## config.mk

```make
export PLATFORM = sky130hd
export DESIGN_NAME = hnf_rxreq
export DESIGN_NICKNAME = d
export VERILOG_FILES = /design/src/rtl/chi_pkg.sv /design/src/rtl/sync_fifo.sv /design/src/rtl/hnf_rxreq.sv
export SDC_FILE = /design/constraint.sdc
export NUM_CORES = 1
export LEC_CHECK = 0
export CAP_MARGIN = 20
export CELL_PAD_IN_SITES_DETAIL_PLACEMENT = 1
export CELL_PAD_IN_SITES_GLOBAL_PLACEMENT = 1
export CORE_AREA = 10 10 169 171
export DETAILED_ROUTE_END_ITERATION = 7
export DIE_AREA = 0 0 179 181
export PLACE_DENSITY_LB_ADDON = 0.2
export SETUP_SLACK_MARGIN = 0.05
export SYNTH_ARGS = -nofsm -noshare
export SYNTH_HDL_FRONTEND = slang
export SYNTH_SLANG_ARGS = --single-unit
```

## constraint.sdc

```tcl
create_clock -name clock -period 4.4 [get_ports clock]
set_clock_uncertainty 0.1 [all_clocks]
set_input_delay 0.66 -clock clock [delete_from_list [all_inputs] [get_ports clock]]
set_output_delay 0.66 -clock clock [all_outputs]
set_load 0.05 [all_outputs]
```

## src/rtl/chi_pkg.sv

```systemverilog
// Shared CHI definitions used by the HN-F request path: request flit layout,
// request opcodes and the link-layer state encoding.
package chi_pkg;

  typedef struct packed {
    logic [3:0]  qos;
    logic [6:0]  tgt_id;
    logic [6:0]  src_id;
    logic [7:0]  txn_id;
    logic [6:0]  opcode;
    logic [43:0] addr;
  } reqflit_t;

  localparam logic [6:0] REQ_LCRD_RETURN  = 7'h00;
  localparam logic [6:0] REQ_READ_SHARED  = 7'h01;
  localparam logic [6:0] REQ_READ_CLEAN   = 7'h02;
  localparam logic [6:0] REQ_READ_ONCE    = 7'h03;
  localparam logic [6:0] REQ_READ_UNIQUE  = 7'h07;
  localparam logic [6:0] REQ_WRITE_UNIQUE = 7'h18;

  typedef enum logic [1:0] {
    IDLE,
    ACTIVE,
    DEACT
  } hnf_link_state_e;

  function automatic logic is_lcrd_return(input logic [6:0] opcode);
    return opcode == REQ_LCRD_RETURN;
  endfunction

endpackage

```

## src/rtl/sync_fifo.sv

```systemverilog
// Generic single-clock FIFO with registered storage and an occupancy count;
// pointers wrap modulo DEPTH, so DEPTH need not be a power of two.
module sync_fifo #(
  parameter type T     = logic [7:0],
  parameter int  DEPTH = 4
) (
  input  logic                       clock,
  input  logic                       reset,
  input  logic                       wr_en,
  input  T                           wr_data,
  input  logic                       rd_en,
  output T                           rd_data,
  output logic [$clog2(DEPTH+1)-1:0] count,
  output logic                       full,
  output logic                       empty
);

  localparam int PW = (DEPTH > 1) ? $clog2(DEPTH) : 1;
  localparam int CW = $clog2(DEPTH + 1);
  localparam logic [PW-1:0] LAST = PW'(DEPTH - 1);

  T              mem_q [DEPTH];
  T              mem_d [DEPTH];
  logic [PW-1:0] wr_ptr_q, wr_ptr_d;
  logic [PW-1:0] rd_ptr_q, rd_ptr_d;
  logic [CW-1:0] count_q, count_d;

  function automatic logic [PW-1:0] next_ptr(input logic [PW-1:0] p);
    return (p == LAST) ? '0 : p + 1'b1;
  endfunction

  always_comb begin
    mem_d    = mem_q;
    wr_ptr_d = wr_ptr_q;
    rd_ptr_d = rd_ptr_q;
    if (wr_en) begin
      mem_d[wr_ptr_q] = wr_data;
      wr_ptr_d        = next_ptr(wr_ptr_q);
    end
    if (rd_en) begin
      rd_ptr_d = next_ptr(rd_ptr_q);
    end
    count_d = count_q + CW'(wr_en) - CW'(rd_en);
  end

  always_ff @(posedge clock) begin
    if (reset) begin
      wr_ptr_q <= '0;
      rd_ptr_q <= '0;
      count_q  <= '0;
    end else begin
      wr_ptr_q <= wr_ptr_d;
      rd_ptr_q <= rd_ptr_d;
      count_q  <= count_d;
    end
  end

  // Storage is not reset: only entries below count are ever observed.
  always_ff @(posedge clock) begin
    mem_q <= mem_d;
  end

  assign rd_data = mem_q[rd_ptr_q];
  assign count   = count_q;
  assign empty   = (count_q == '0);
  assign full    = (count_q == CW'(DEPTH));

endmodule

```

## src/rtl/hnf_rxreq.sv

```systemverilog
// HN-F RXREQ link-layer receiver: L-credit grant/return accounting, link
// activate/deactivate sequencing and a skid FIFO feeding pocq.
module hnf_rxreq
  import chi_pkg::*;
#(
  parameter int NUM_LCRD = 4
) (
  input  logic     clock,
  input  logic     reset,
  input  logic     link_en,
  output logic     link_idle,
  input  logic     rxreq_flitv,
  input  reqflit_t rxreq_flit,
  output logic     rxreq_lcrdv,
  output logic     req_entry_en,
  output reqflit_t req_entry,
  input  logic     pocq_full,
  output logic     proto_err
);

  localparam int CW = $clog2(NUM_LCRD + 1);
  localparam int SW = CW + 2;

  hnf_link_state_e state_q, state_d;
  logic [CW-1:0]   crd_out_q, crd_out_d;
  logic [CW-1:0]   crd_pend_q, crd_pend_d;
  logic            proto_err_q, proto_err_d;

  logic            accept, overrun, lcrd_ret, push, pop, grant;
  logic [CW-1:0]   fifo_count;
  logic            fifo_full, fifo_empty;

  sync_fifo #(
    .T     (reqflit_t),
    .DEPTH (NUM_LCRD)
  ) u_fifo (
    .clock   (clock),
    .reset   (reset),
    .wr_en   (push),
    .wr_data (rxreq_flit),
    .rd_en   (pop),
    .rd_data (req_entry),
    .count   (fifo_count),
    .full    (fifo_full),
    .empty   (fifo_empty)
  );

  always_comb begin
    accept   = rxreq_flitv && (crd_out_q != '0);
    overrun  = rxreq_flitv && (crd_out_q == '0);
    lcrd_ret = accept && is_lcrd_return(rxreq_flit.opcode);
    push     = accept && !lcrd_ret;
    pop      = !fifo_empty && !pocq_full;
    grant    = (state_q == ACTIVE) && (crd_pend_q != '0);

    crd_out_d   = crd_out_q + CW'(grant) - CW'(accept);
    crd_pend_d  = crd_pend_q - CW'(grant) + CW'(pop) + CW'(lcrd_ret);
    proto_err_d = proto_err_q || overrun;

    // Re-activation wins over the idle exit so a quick link_en toggle is not lost.
    state_d = state_q;
    case (state_q)
      IDLE:    if (link_en) state_d = ACTIVE;
      ACTIVE:  if (!link_en) state_d = DEACT;
      DEACT: begin
        if (link_en) begin
          state_d = ACTIVE;
        end else if ((crd_out_q == '0) && fifo_empty) begin
          state_d = IDLE;
        end
      end
      default: state_d = IDLE;
    endcase
  end

  always_ff @(posedge clock) begin
    if (reset) begin
      state_q     <= IDLE;
      crd_out_q   <= '0;
      crd_pend_q  <= CW'(NUM_LCRD);
      proto_err_q <= 1'b0;
    end else begin
      state_q     <= state_d;
      crd_out_q   <= crd_out_d;
      crd_pend_q  <= crd_pend_d;
      proto_err_q <= proto_err_d;
    end
  end

  assign link_idle    = (state_q == IDLE);
  assign rxreq_lcrdv  = grant;
  assign req_entry_en = pop;
  assign proto_err    = proto_err_q;

  // Every credit is in exactly one place: at the requester, in the FIFO, or owed.
  always @(posedge clock) begin
    if (!reset) begin
      assert (SW'(crd_out_q) + SW'(fifo_count) + SW'(crd_pend_q) == SW'(NUM_LCRD));
      assert (!(push && fifo_full));
    end
  end

endmodule
```

==> flow_summary.ini <==
[outcome]
status = complete, no violations

[placement]
preCtsSetupSlack_ns = 0.955
hpwl_um = 16300
io_buffers = 162
gp_congestion = 0.725

[clocking]
post_cts_resized = 0
cts_tree = built
cts_buffers = 35
cts_root_buf = clkbuf_16
post_cts_buffers = 0
clock_sinks = 324
clk_pin_slew_ns = 0.05
cts-htree-levels = 2
clk_latency_ns = 0.49
ctsHoldBuffers = 0
cts.path.max_buffers = 3

[grt]
grt_use_total = 0.158
grt_pass1_wl_um = 39100
grt_pass1_vias = 6332
grt_antenna_before_repair = 3
grt_max_degree = 47
grt-ovfl-total = 0

[power]
power.internal_uw = 6710
switching_power_uw = 3200
switching_share = 0.323
comb_power_share = 0.312
power_density_mw_per_mm2 = 651
seq_power_share = 0.403
power_uw = 9910
power.leakage_uw = 0.00486
ir_drop_mv = 0.372
clkPwrFrac = 0.285

[critical_path]
max_stage_delay_ns = 0.99
cp-start-kind = register
endpoint_kind = primary output
worstSetupPathType = register to primary output
slowest_stage = dfxtp_4
cp_data_arrival_time_ns = 3.09
crit_chain = buf_12, mux4_2, clkdlybuf4s50_1
crit_required_ns = 3.64
worstPathMaxFanout = 46

[synthesis]
synth_top_area_frac = 0.772
synth_edf_count = 308
synth.distinct_cells = 28
ys_warn_count = 0
syn_avg_cell_area_um2 = 24.0
ys_ff_latch = 324
synthCells = 499
synth_top_area_cell = edfxtp_1
async_reset_ff_frac = 0
yosysSeqAreaShare = 0.799
synth_top_flop_cell = edfxtp_1
yosys-top-cells-area = edfxtp_1 77%, mux4_2 14%, dfxtp_1 2.7%
syn-cell-area_mm2 = 0.0120
yosysMostFrequentCell = edfxtp_1
netlist_top_cells_count = 308 x edfxtp_1, 77 x mux4_2, 16 x dfxtp_1, 16 x inv_1
syn-num-nets = 595

[floorplan]
core_mm2 = 0.0250
die_x_um = 179
placement_rows = 58
fp.dieH_um = 181
boundaryPins = 163
die_area_mm2 = 0.0324
start_util = 0.478

[timing]
layout_min_cycle_time_ns = 3.85
fin_setup_tns_ns = 0
final_max_slew_viol_count = 0
fmax_mhz = 260
hold_viol = 0
finalCritPeriodShare = 0.874
setup_violations = 0
fin_ws_ns = 0.555
maxSlewHeadroom = 0.358
rsz0062_at_grt = no
tightest_slew_ns = 0.962

[routing]
vias = 5604
first_pass_iters = 4
wl_um = 25500
final_antenna_net_count = 0
drtIter0Drc = 344
vias_per_cell = 5.35
drcViolationCount = 0
wl_per_cell_um = 24.4

[layout]
drive_gt1_frac = 0.197
nets = 785
syn_to_final_growth_pct = 27.0

[min_path]
hp-class = register to register

[job]
cap_violations = 0
## metal layers
layer	vias to the layer above	wire, um	global-route usage
met3	31	1530	0.0402
met2	162	13500	0.275
li1	2465	-	-
met4	2	411	0.0374
met5	-	13	0
met1	2944	10100	0.192
## worst max-delay path: cells and delay by family (launching register included)
family,cells,cell delay (ns)
muxes,1,0.56
buffers and inverters,2,1.03
DFF,1,0.99
## final timing paths
| path | start | endpoint | slack [ns] | depth (start not counted) |
|---|---|---|---|---|
| min | proto_err | proto_err | 0.37 | 2 |
| min reg2reg | proto_err | proto_err | 0.37 | 2 |
| max | u_fifo.rd_ptr_q[0] | req_entry[29] | 0.55 | 3 |
| max reg2reg | u_fifo.count[1] | crd_pend_q[2] | 1.77 | 7 |
## sequential cells by signal, indices dropped and copies added (netlist names)
register,flops
crd_pend_q,3
proto_err,1
u_fifo.rd_ptr_q,2
u_fifo.count,3
crd_out_q,3
u_fifo.wr_ptr_q,2
u_fifo.mem_q,308
state_q,2
## power by group through the flow
| stage | sequential (uW) | combinational [uW] | clock (uW) |
|---|---|---|---|
| 6_report | 4000 | 3090 | 2820 |
| 5_1_grt | 4040 | 3260 | 3020 |
| 4_1_cts | 4010 | 3160 | 2890 |
| 3_5_place_dp | 4070 | 3140 | 0 |
| 3_3_place_gp | 4030 | 3090 | 0 |
| 2_1_floorplan | 3950 | 2160 | 0 |
## cell type report
cell class / instances / area (um2)
repair buffers: 173 / 1790
fillers: 2087 / 9820
diodes: 2 / 5.00
inverters: 16 / 60.1
well taps: 330 / 413
flip-flops and latches: 324 / 9580
clock buffers: 49 / 981
clock inverters: 14 / 139
multi-input cells: 139 / 2250
## cells in the final DEF, fill, tap and decap left out, drive strengths merged, types with 2 or more instances in the layout
cell type	Yosys	final
o21ai	2	2
inv	16	16
a211oi	2	2
diode	0	2
edfxtp	308	308
clkinv	0	10
mux4	77	77
xnor2	5	5
ha	10	10
and2	4	4
buf	13	11
a21oi	4	4
nand2b	3	3
nor2	8	8
bufinv	0	3
clkbuf	7	49
clkdlybuf4s50	0	162
nor2b	5	5
dfxtp	16	16
nor3	5	5
fa	4	4
## stage by stage
stage	hold WS (ns)	cells	cell area, um2	utilization
finish	0.375	1047	15200	0.608
floorplan	0.334	499	12000	-
detailed placement	0.363	982	14100	0.563
CTS	0.381	1045	15200	0.607
global route	0.397	1046	15200	0.608
global placement	0.347	982	14100	0.563
## kinds of logic (layout without fill, tap and decap cells)
| kind of cell | after synthesis | after routing | share of synthesized area |
|---|---|---|---|
| compound gates | 10 | 10 | 0.00512 |
| xor+xnor | 6 | 6 | 0.00439 |
| fa+ha+maj | 14 | 14 | 0.0171 |
| buf+inv | 36 | 252 | 0.0142 |
| flops | 324 | 324 | 0.799 |
| mux | 79 | 79 | 0.147 |
| other cells | 0 | 2 | 0 |
| simple gates | 30 | 30 | 0.0136 |
No activity file was read; power rests on OpenSTA's default activity.
